--- src/rtl/load_store_unit.sv ---
// -----------------------------------------------------------------------------
// load_store_unit
//
// Data-memory access unit placed after the ALU. It takes the ALU result as the
// effective address and rs2 as store data, runs a single load or store over a
// req/gnt/rvalid bus and returns the sign/zero-extended load data together
// with a fault flag (misaligned access, illegal funct3 or bus timeout).
//
// Ports
//   clk, rst        clock (rising edge), asynchronous active-low reset
//   req_valid       core access request, held until accepted
//   req_ready       high only while idle
//   req_we          1 = store, 0 = load
//   funct3[2:0]     RV32I width: 000 B, 001 H, 010 W, 100 BU, 101 HU
//   addr[31:0]      byte address (ALU result)
//   wdata[31:0]     store data (rs2)
//   resp_valid      one-cycle completion pulse
//   rdata[31:0]     extended load data, 0 for stores and faults
//   fault           qualified by resp_valid
//   busy            unit is not idle
//   mem_req         bus request, held until mem_gnt
//   mem_we          bus write enable
//   mem_addr[31:0]  word-aligned bus address
//   mem_wstrb[3:0]  byte strobes, 0000 on loads
//   mem_wdata[31:0] lane-replicated store data
//   mem_gnt         bus accepted the request this cycle
//   mem_rvalid      read data / write ack valid this cycle
//   mem_rdata[31:0] word read data
// -----------------------------------------------------------------------------
module load_store_unit #(
   parameter int unsigned TIMEOUT_CYCLES = 255
) (
   input  logic        clk,
   input  logic        rst,
   input  logic        req_valid,
   output logic        req_ready,
   input  logic        req_we,
   input  logic [2:0]  funct3,
   input  logic [31:0] addr,
   input  logic [31:0] wdata,
   output logic        resp_valid,
   output logic [31:0] rdata,
   output logic        fault,
   output logic        busy,
   output logic        mem_req,
   output logic        mem_we,
   output logic [31:0] mem_addr,
   output logic [3:0]  mem_wstrb,
   output logic [31:0] mem_wdata,
   input  logic        mem_gnt,
   input  logic        mem_rvalid,
   input  logic [31:0] mem_rdata
);

   typedef enum logic [1:0] {
      S_IDLE,
      S_REQ,
      S_WAIT,
      S_RESP
   } state_e;

   localparam logic [7:0] TIMEOUT_LIM = 8'(TIMEOUT_CYCLES);

   state_e      state_q, state_d;
   logic [31:0] addr_q, addr_d;
   logic [31:0] wdata_q, wdata_d;
   logic [2:0]  funct3_q, funct3_d;
   logic        we_q, we_d;
   logic [7:0]  cnt_q, cnt_d;
   logic [31:0] rdata_q, rdata_d;
   logic        fault_q, fault_d;

   logic        illegal_in;
   logic        misalign_in;
   logic        reject_in;
   logic        timeout_hit;
   logic [31:0] load_ext;
   logic [3:0]  store_strb;
   logic [31:0] store_data;

   // ------------------------------------------------------------------
   // Request screening on the incoming (not yet latched) request.
   // Stores have no unsigned variants, so 100/101 are illegal for them.
   // ------------------------------------------------------------------
   always_comb begin
      illegal_in  = (funct3 == 3'b011) || (funct3[2:1] == 2'b11) ||
                    (req_we && funct3[2]);
      misalign_in = ((funct3[1:0] == 2'b01) && addr[0]) ||
                    ((funct3[1:0] == 2'b10) && (addr[1:0] != 2'b00));
      reject_in   = illegal_in || misalign_in;
   end

   // WAIT has lasted TIMEOUT_CYCLES cycles once this cycle completes.
   assign timeout_hit = ((cnt_q + 8'd1) == TIMEOUT_LIM);

   // ------------------------------------------------------------------
   // Load extraction from the returned word.
   // ------------------------------------------------------------------
   always_comb begin
      logic [31:0] shifted;
      logic [15:0] half;
      logic        sgn;
      shifted = mem_rdata >> {addr_q[1:0], 3'b000};
      half    = addr_q[1] ? mem_rdata[31:16] : mem_rdata[15:0];
      sgn     = ~funct3_q[2];
      case (funct3_q[1:0])
         2'b00:   load_ext = {{24{sgn & shifted[7]}}, shifted[7:0]};
         2'b01:   load_ext = {{16{sgn & half[15]}}, half};
         default: load_ext = mem_rdata;
      endcase
   end

   // ------------------------------------------------------------------
   // Store strobes and lane-replicated data.
   // ------------------------------------------------------------------
   always_comb begin
      case (funct3_q[1:0])
         2'b00: begin
            store_strb = 4'b0001 << addr_q[1:0];
            store_data = {4{wdata_q[7:0]}};
         end
         2'b01: begin
            store_strb = 4'b0011 << addr_q[1:0];
            store_data = {2{wdata_q[15:0]}};
         end
         default: begin
            store_strb = 4'b1111;
            store_data = wdata_q;
         end
      endcase
   end

   // ------------------------------------------------------------------
   // FSM: state register
   // ------------------------------------------------------------------
   always_ff @(posedge clk or negedge rst) begin
      if (!rst) begin
         state_q <= S_IDLE;
      end else begin
         state_q <= state_d;
      end
   end

   // ------------------------------------------------------------------
   // FSM: next state
   // ------------------------------------------------------------------
   always_comb begin
      state_d = state_q;
      case (state_q)
         S_IDLE: begin
            if (req_valid) begin
               state_d = reject_in ? S_RESP : S_REQ;
            end
         end
         S_REQ: begin
            if (mem_gnt) begin
               state_d = S_WAIT;
            end
         end
         S_WAIT: begin
            // rvalid in the timeout cycle still completes normally
            if (mem_rvalid || timeout_hit) begin
               state_d = S_RESP;
            end
         end
         S_RESP: begin
            state_d = S_IDLE;
         end
         default: begin
            state_d = S_IDLE;
         end
      endcase
   end

   // ------------------------------------------------------------------
   // FSM: outputs (all decoded from registered state, so the bus request
   // drops as soon as reset is asserted)
   // ------------------------------------------------------------------
   always_comb begin
      req_ready  = 1'b0;
      busy       = 1'b1;
      mem_req    = 1'b0;
      mem_we     = 1'b0;
      mem_addr   = '0;
      mem_wstrb  = '0;
      mem_wdata  = '0;
      resp_valid = 1'b0;
      rdata      = '0;
      fault      = 1'b0;
      case (state_q)
         S_IDLE: begin
            req_ready = 1'b1;
            busy      = 1'b0;
         end
         S_REQ: begin
            mem_req  = 1'b1;
            mem_we   = we_q;
            mem_addr = {addr_q[31:2], 2'b00};
            if (we_q) begin
               mem_wstrb = store_strb;
               mem_wdata = store_data;
            end
         end
         S_WAIT: begin
         end
         S_RESP: begin
            resp_valid = 1'b1;
            rdata      = rdata_q;
            fault      = fault_q;
         end
         default: begin
         end
      endcase
   end

   // ------------------------------------------------------------------
   // Request, counter and response registers
   // ------------------------------------------------------------------
   always_comb begin
      addr_d   = addr_q;
      wdata_d  = wdata_q;
      funct3_d = funct3_q;
      we_d     = we_q;
      cnt_d    = cnt_q;
      rdata_d  = rdata_q;
      fault_d  = fault_q;
      case (state_q)
         S_IDLE: begin
            if (req_valid) begin
               addr_d   = addr;
               wdata_d  = wdata;
               funct3_d = funct3;
               we_d     = req_we;
               cnt_d    = '0;
               rdata_d  = '0;
               fault_d  = reject_in;
            end
         end
         S_REQ: begin
            if (mem_gnt) begin
               cnt_d = '0;
            end
         end
         S_WAIT: begin
            cnt_d = cnt_q + 8'd1;
            if (mem_rvalid) begin
               rdata_d = we_q ? '0 : load_ext;
               fault_d = 1'b0;
            end else if (timeout_hit) begin
               rdata_d = '0;
               fault_d = 1'b1;
            end
         end
         default: begin
         end
      endcase
   end

   always_ff @(posedge clk or negedge rst) begin
      if (!rst) begin
         addr_q   <= '0;
         wdata_q  <= '0;
         funct3_q <= '0;
         we_q     <= 1'b0;
         cnt_q    <= '0;
         rdata_q  <= '0;
         fault_q  <= 1'b0;
      end else begin
         addr_q   <= addr_d;
         wdata_q  <= wdata_d;
         funct3_q <= funct3_d;
         we_q     <= we_d;
         cnt_q    <= cnt_d;
         rdata_q  <= rdata_d;
         fault_q  <= fault_d;
      end
   end

endmodule

--- config.mk ---
export PLATFORM = sky130hd
export DESIGN_NAME = load_store_unit
export DESIGN_NICKNAME = d
export VERILOG_FILES = /design/src/rtl/load_store_unit.sv
export SDC_FILE = /design/constraint.sdc
export NUM_CORES = 1
export LEC_CHECK = 0
export CAP_MARGIN = 10
export CORE_ASPECT_RATIO = 0.75
export CORE_UTILIZATION = 46
export CTS_CLUSTER_SIZE = 8
export DETAILED_ROUTE_END_ITERATION = 10
export GPL_ROUTABILITY_DRIVEN = 0
export GPL_TIMING_DRIVEN = 1
export PLACE_DENSITY_LB_ADDON = 0.25
export SLEW_MARGIN = 30
export SYNTH_ARGS = -nofsm -noshare
export SYNTH_HDL_FRONTEND = slang
export SYNTH_SLANG_ARGS = --single-unit
--- constraint.sdc ---
create_clock -name clk -period 2.97 [get_ports clk]
set_clock_uncertainty 0.15 [all_clocks]
set_input_delay 0.4455 -clock clk [delete_from_list [all_inputs] [get_ports clk]]
set_output_delay 0.4455 -clock clk [all_outputs]
set_load 0.005 [all_outputs]
==> results.yml, run 1 <==
status:
  status: "finished clean"
yosys:
  yosys.area_share.simple_pct: 16.0
  syn_inst: 594
  synthMuxAreaShare_pct: 18.3
  ys_seq_elements: 111
  synth_top_family_by_area: "multiplexers"
  yosysWarnings: 0
  dominantRegCellSynth: "dfrtp_1"
  synth-adder-area-share_pct: 1.22
  netlist_area_um2: 6150
  synth_cell_types: 47
  synth.avg_cell_area_um2: 10.4
  yosysTopAreaCellShare_pct: 45.2
  synth_edf_count: 0
  synthXorXnorAreaFrac_pct: 0.142
  yosys-top-cells-area: "dfrtp_1, mux2_2, and2_1"
  synth_compound_area_share_pct: 14.4
  async_flop_share_pct: 100
  yosysSeqAreaShare_pct: 45.2
  yosysTopAreaCell: "dfrtp_1"
setup_path:
  worstSetupPathType: "reg2out"
  critical_path_depth: 4
  cpMaxStageDelayCell: "dfrtp_2"
  crit_chain: "or2_2 -> o21ai_0 -> nor2_1 -> clkdlybuf4s50_1"
  end_kind: "output pin"
  cp.buffers_inverters: 1
  critPathMaxStageDelay_ns: 0.53
  critPathMaxFanout: 16
  cp.arrival_ns: 2.20
  r2r_cells: 8
  critPathLaunchType: "flip-flop"
  cpLargestDelayFamily: "simple AND/OR/NAND/NOR gates"
  required_ns: 2.37
clock_tree:
  clk_pin_slew_ns: 0.07
  root_buffer: "clkbuf_16"
  clock_latency_ns: 0.34
  h-tree-depth: 3
  cts_inserted_buffers: 9
  cts_max_path_buffers: 2
  cts.sinks: 111
  postCtsSetupBuffers: 0
  cts_tree: "yes"
power:
  p_sw_uw: 2730
  swShare_pct: 36.7
  pwr-share-seq_pct: 36.6
  p_clk_share_pct: 15.0
  p_leak_uw: 0.00372
  p_int_uw: 4710
  combPwrFrac_pct: 48.5
  p_per_area_nw_per_um2: 857
  design_power_total_uw: 7440
  ir_worst_vdd_uv: 486
sta:
  hold_viol_final: 0
  tns_ns: 0
  fmax_mhz: 358
  setup_viol: 0
  rsz0062_at_grt: "no"
  min_period_ns: 2.79
  tightest_slew_ns: 0.741
  max-slew-margin-rel_pct: 50.4
  finalCritPeriodShare_pct: 94.0
  slew_violations: 0
final_layout:
  antenna_cells: 0
  fill_cells: 975
  drive_above_1_share_pct: 14.3
  area_growth_syn_to_layout_pct: 41.0
  mostFrequentLayoutCells: "clkdlybuf4s50_1, dfrtp_1, mux2_2, and2_1, nor2_1"
  layout_commonest_cell: "clkdlybuf4s50_1"
  num-nets-final: 896
detailed_routing:
  vias_per_cell: 5.47
  drt-initial-drc-count: 367
  drc: 0
  vias: 5256
  antenna_left: 0
  dr.pass1.iters: 5
  routedWlPerCell_um: 17.6
  routed_wl_mm: 16.9
global_route:
  grt.total_usage_pct: 24.9
  grt_pass1_wl_mm: 26.7
  grt_max_degree: 70
  grt_pass1_vias: 5158
  gr-total-overflow: 0
  antenna_found_initial: 0
placement:
  port_buffers: 208
  hpwl_mm: 12.6
floorplan:
  die_area_um2: 13800
  io_pins: 211
  core_area_um2: 13000
  die_h_um: 102
  rows: 36
  start_util_pct: 47.3
  die_w_um: 136
run:
  cap_violations: 0
hold_path:
  min_path_type: "reg2reg"
  holdPathStages: 1
==> final timing paths <==
path | slack, ns | end | startpoint
setup / recovery | 0.18 | mem_wstrb[1] | funct3_q[1]
hold / removal | 0.32 | rdata_q[11] | rdata_q[11]
setup reg to reg | 0.61 | cnt_q[6] | state_q[1]
hold reg to reg | 0.32 | rdata_q[11] | rdata_q[11]
max in group asynchronous | 1.38 | addr_q[26] | rst
min in group asynchronous | 0.47 | rdata_q[21] | rst
==> synthesized netlist by cell type, types with 19 or more instances <==
| master | n |
|---|---|
| a21oi_1 | 28 |
| a22o_1 | 27 |
| and2_1 | 63 |
| clkbuf_1 | 22 |
| dfrtp_1 | 111 |
| inv_1 | 24 |
| mux2_2 | 68 |
| mux2i_1 | 20 |
| nand2_1 | 24 |
| nand2b_1 | 24 |
| nor2_1 | 39 |
| o21ai_0 | 19 |
==> power by group through the flow <==
stage	clock network, uW	registers, uW	logic (uW)
2_1_floorplan	0	2510	2470
3_3_place_gp	0	2700	3480
3_5_place_dp	0	2740	3590
4_1_cts	1140	2710	3610
5_1_grt	1200	2820	3950
6_report	1110	2720	3600
==> cells by family (layout without fill, tap and decap cells) <==
logic type               Yosys count  after routing
other                              1              2
multiplexers                      95             95
XOR/XNOR                           1              1
buffers and inverters             69            264
AO/OA/AOI/OAI                    128            128
adder cells (fa/ha/maj)            6              6
flip-flops                       111            111
AND/OR/NAND/NOR                  183            183
==> registers in the layout (all words and copies together), names as in the netlist <==
signal and count:
wdata_q 32, we_q 1, cnt_q 8, state_q 2
rdata_q 32, funct3_q 3, addr_q 32, fault_q 1
==> timing repair <==
item,4_1_cts,5_1_grt
hold buffers,1,0
endpoints found under the setup margin,0,2
resized for setup,0,1
hold endpoints to repair,38,0
==> per-stage QoR <==
stage	hold slack, ns	setup WS (ns)	cell area (um2)	util [%]	instances
finish	0.322	0.178	8670	66.6	961
global placement	0.302	0.525	8390	64.4	944
detailed placement	0.307	0.390	8390	64.4	944
CTS	0.323	0.0249	8660	66.6	961
global route	0.345	0.0248	8670	66.6	961
floorplan	-0.0000911	0.897	6150	-	595
==> area by class of cell <==
cell class                      instances  area, um2  area share, %
Multi-Input combinational cell        415       3090           35.6
Clock inverter                          5       35.0          0.404
Inverter                               24       90.1           1.04
Tap cell                              171        214           2.47
Clock buffer                           11        233           2.68
Sequential cell                       111       2780           32.0
Timing Repair Buffer                  224       2230           25.7
==> metal layers <==
layer	part of all wire, %	vias to the layer above	GRT usage [%]
met5	0	-	0
met2	46	218	39.2
met1	44	2541	34.2
met3	7.4	24	6.40
li1	-	2473	-
met4	1.7	0	7.09
No activity file was read; power rests on OpenSTA's default activity.
==> inputs of run 2 (changes only) <==
--- a/config.mk
+++ b/config.mk
@@ -13,6 +13,7 @@
 export GPL_ROUTABILITY_DRIVEN = 0
 export GPL_TIMING_DRIVEN = 1
 export PLACE_DENSITY_LB_ADDON = 0.25
+export SKIP_LAST_GASP = 1
 export SLEW_MARGIN = 30
 export SYNTH_ARGS = -nofsm -noshare
 export SYNTH_HDL_FRONTEND = slang
==> results of run 2 <==
Same layout as run 1: the final DEF is identical, and so are final timing and power.
==> inputs of run 3 (changes only) <==
--- a/config.mk
+++ b/config.mk
@@ -5,13 +5,15 @@
 export SDC_FILE = /design/constraint.sdc
 export NUM_CORES = 1
 export LEC_CHECK = 0
+export ABC_AREA = 1
 export CAP_MARGIN = 10
 export CORE_ASPECT_RATIO = 0.75
-export CORE_UTILIZATION = 46
+export CORE_UTILIZATION = 47
 export CTS_CLUSTER_SIZE = 8
 export DETAILED_ROUTE_END_ITERATION = 10
 export GPL_ROUTABILITY_DRIVEN = 0
 export GPL_TIMING_DRIVEN = 1
+export MAX_ROUTING_LAYER = met4
 export PLACE_DENSITY_LB_ADDON = 0.25
 export SKIP_LAST_GASP = 1
 export SLEW_MARGIN = 30
==> results.yml, run 3 <==
status:
  status: "finished clean"
global_route:
  grt.total_usage_pct: 28.1
  grt_pass1_vias: 5774
  gr-total-overflow: 0
  antenna_found_initial: 1
  grt_pass1_wl_mm: 29.4
  grt_max_degree: 71
yosys:
  synth.avg_cell_area_um2: 7.67
  synth_cell_types: 28
  ys_top_cells_by_count: "nand2_1, inv_1, dfrtp_1"
  yosysTopAreaCellShare_pct: 43.8
  yosys.area_share.simple_pct: 23.2
  async_flop_share_pct: 100
  dominantRegCellSynth: "dfrtp_1"
  yosysWarnings: 0
  synthXorXnorAreaFrac_pct: 0
  synth_compound_area_share_pct: 9.99
  synth_top_family_by_area: "simple AND/OR/NAND/NOR gates"
  synth_most_common_cell: "nand2_1"
  syn_inst: 826
  netlist_area_um2: 6340
  synth-adder-area-share_pct: 1.18
  yosysSeqAreaShare_pct: 43.8
  yosys-top-cells-area: "dfrtp_1, nand2_1, mux2_2"
  ys_seq_elements: 111
  synthMuxAreaShare_pct: 9.60
  synth_edf_count: 0
  yosysTopAreaCell: "dfrtp_1"
placement:
  port_buffers: 208
  place_ws_ns: 0.380
  hpwl_mm: 13.2
  place_area_um2: 8550
setup_path:
  critPathLaunchType: "flip-flop"
  end_kind: "output pin"
  critPathMaxStageDelay_ns: 0.53
  critPathMaxFanout: 17
  cpMaxStageDelayCell: "clkdlybuf4s50_1"
  crit_chain: "inv_1 -> ha_1 -> nand2_1 -> clkinvlp_4 -> o21ai_0 -> nor2_1 -> clkdlybuf4s50_1"
  required_ns: 2.37
  worstSetupPathType: "reg2out"
  r2r_start: "addr_q[0]"
  r2r_cells: 11
  cp.arrival_ns: 2.25
  cp-startpoint: "state_q[1]"
sta:
  fmax_mhz: 351
  slew_violations: 0
  tightest_slew_ns: 0.574
  rsz0062_at_grt: "yes"
  finalCritPeriodShare_pct: 95.8
  max-slew-margin-rel_pct: 61.7
  setup_viol: 0
  hold_viol_final: 0
  min_period_ns: 2.85
  fin_ws_ns: 0.124
power:
  p_leak_uw: 0.00453
  design_power_total_uw: 7640
  p_per_area_nw_per_um2: 858
  ir_worst_vdd_uv: 504
clock_tree:
  cts_max_path_buffers: 2
  cts_tree: "yes"
  cts.sinks: 111
  clk_pin_slew_ns: 0.07
  cts_inserted_buffers: 9
  root_buffer: "clkbuf_16"
  clock_latency_ns: 0.35
  h-tree-depth: 3
detailed_routing:
  antenna_left: 0
  drt-initial-drc-count: 499
  routed_wl_mm: 18.5
  dr.pass1.iters: 5
  vias_per_cell: 5.04
  drc: 0
  routedWlPerCell_um: 15.4
  vias: 6028
final_layout:
  layout_commonest_cell: "clkdlybuf4s50_1"
  drive_above_1_share_pct: 11.7
  area_growth_syn_to_layout_pct: 40.5
  num-nets-final: 1132
  mostFrequentLayoutCells: "clkdlybuf4s50_1, nand2_1, inv_1, dfrtp_1, nor2_1"
  utilization_pct: 68.2
  finalInstanceArea_um2: 8900
  reg.largest.list: "addr_q: 32 flops, rdata_q: 32 flops, wdata_q: 32 flops"
hold_path:
  holdPathStages: 2
  min_path_type: "reg2reg"
  hold_start: "rdata_q[9]"
run:
  cap_violations: 0
floorplan:
  die_h_um: 103
  die_w_um: 136
  start_util_pct: 48.5
  io_pins: 211
  core_area_um2: 13100
  rows: 36
  die_area_um2: 14000
==> run 3: cell types whose count changed in the layout (fill, tap and decap cells not counted), sizes merged, moves of 20 or more <==
cell and delta:
a21oi +20, nand3 +46, nand2b -24, inv +117, nor2 +48, o21ai +24, and2 -63, a22o -27
mux2i -20, nand2 +185
==> run 3: logic make-up after synthesis <==
kind of cell / Yosys count
adder cells (fa/ha/maj): 6
buffers and inverters: 184
AND/OR/NAND/NOR: 356
flip-flops: 111
multiplexers: 54
AO/OA/AOI/OAI: 114
other: 1
==> run 3: area by class of cell <==
| type | instances | area, um2 |
|---|---|---|
| Multi-Input combinational cell | 532 | 2800 |
| Clock buffer | 10 | 229 |
| Tap cell | 171 | 214 |
| Antenna cell | 1 | 2.50 |
| Timing Repair Buffer | 226 | 2260 |
| Inverter | 141 | 538 |
| Fill cell | 1096 | 4160 |
| Clock inverter | 5 | 82.6 |
| Sequential cell | 111 | 2780 |
==> run 3: final timing paths <==
check | to | slack [ns]
worst max-delay path | mem_wdata[14] | 0.12
worst min-delay path | rdata_q[9] | 0.32
min in group asynchronous | wdata_q[8] | 0.49
worst max register to register | rdata_q[30] | 0.56
worst min register to register | rdata_q[9] | 0.32
max in group asynchronous | addr_q[9] | 1.40
==> run 3: report_power, final <==
group | switching, uW | total (uW) | internal (uW)
clock network | 569 | 1310 | 740
registers | 415 | 2550 | 2140
logic | 2070 | 3780 | 1710
==> run 3: worst max-delay path, delay by kind of cell (launching register included) <==
kind,cells,cell delay (ns)
and+or+nand+nor,2,0.26
DFF,1,0.41
adders and majority gates,1,0.18
buffers and inverters,3,0.86
AOI/OAI and AO/OA,1,0.20
==> run 3: per-stage QoR <==
stage	instances	setup TNS (ns)	hold WS, ns
3_5_place_dp	1178	0	0.309
5_1_grt	1197	-0.0574	0.350
6_report	1197	0	0.322
4_1_cts	1194	0	0.326
2_1_floorplan	827	0	-0.0000911
3_3_place_gp	1178	0	0.306
==> run 3: repair_timing <==
action | in CTS | in global routing
hold buffers | 1 | 0
endpoints found under the hold margin | 41 | 0
setup buffers | 0 | 2
resized for setup | 1 | 4
endpoints found under the setup margin | 4 | 10
==> run 3: routing by layer <==
layer	up-vias	GRT usage, %	share of wire, %
li1	2965	-	-
met3	30	7.42	8.7
met4	0	8.12	1.9
met2	246	42.9	44
met1	2787	36.9	45
met5	-	-	0
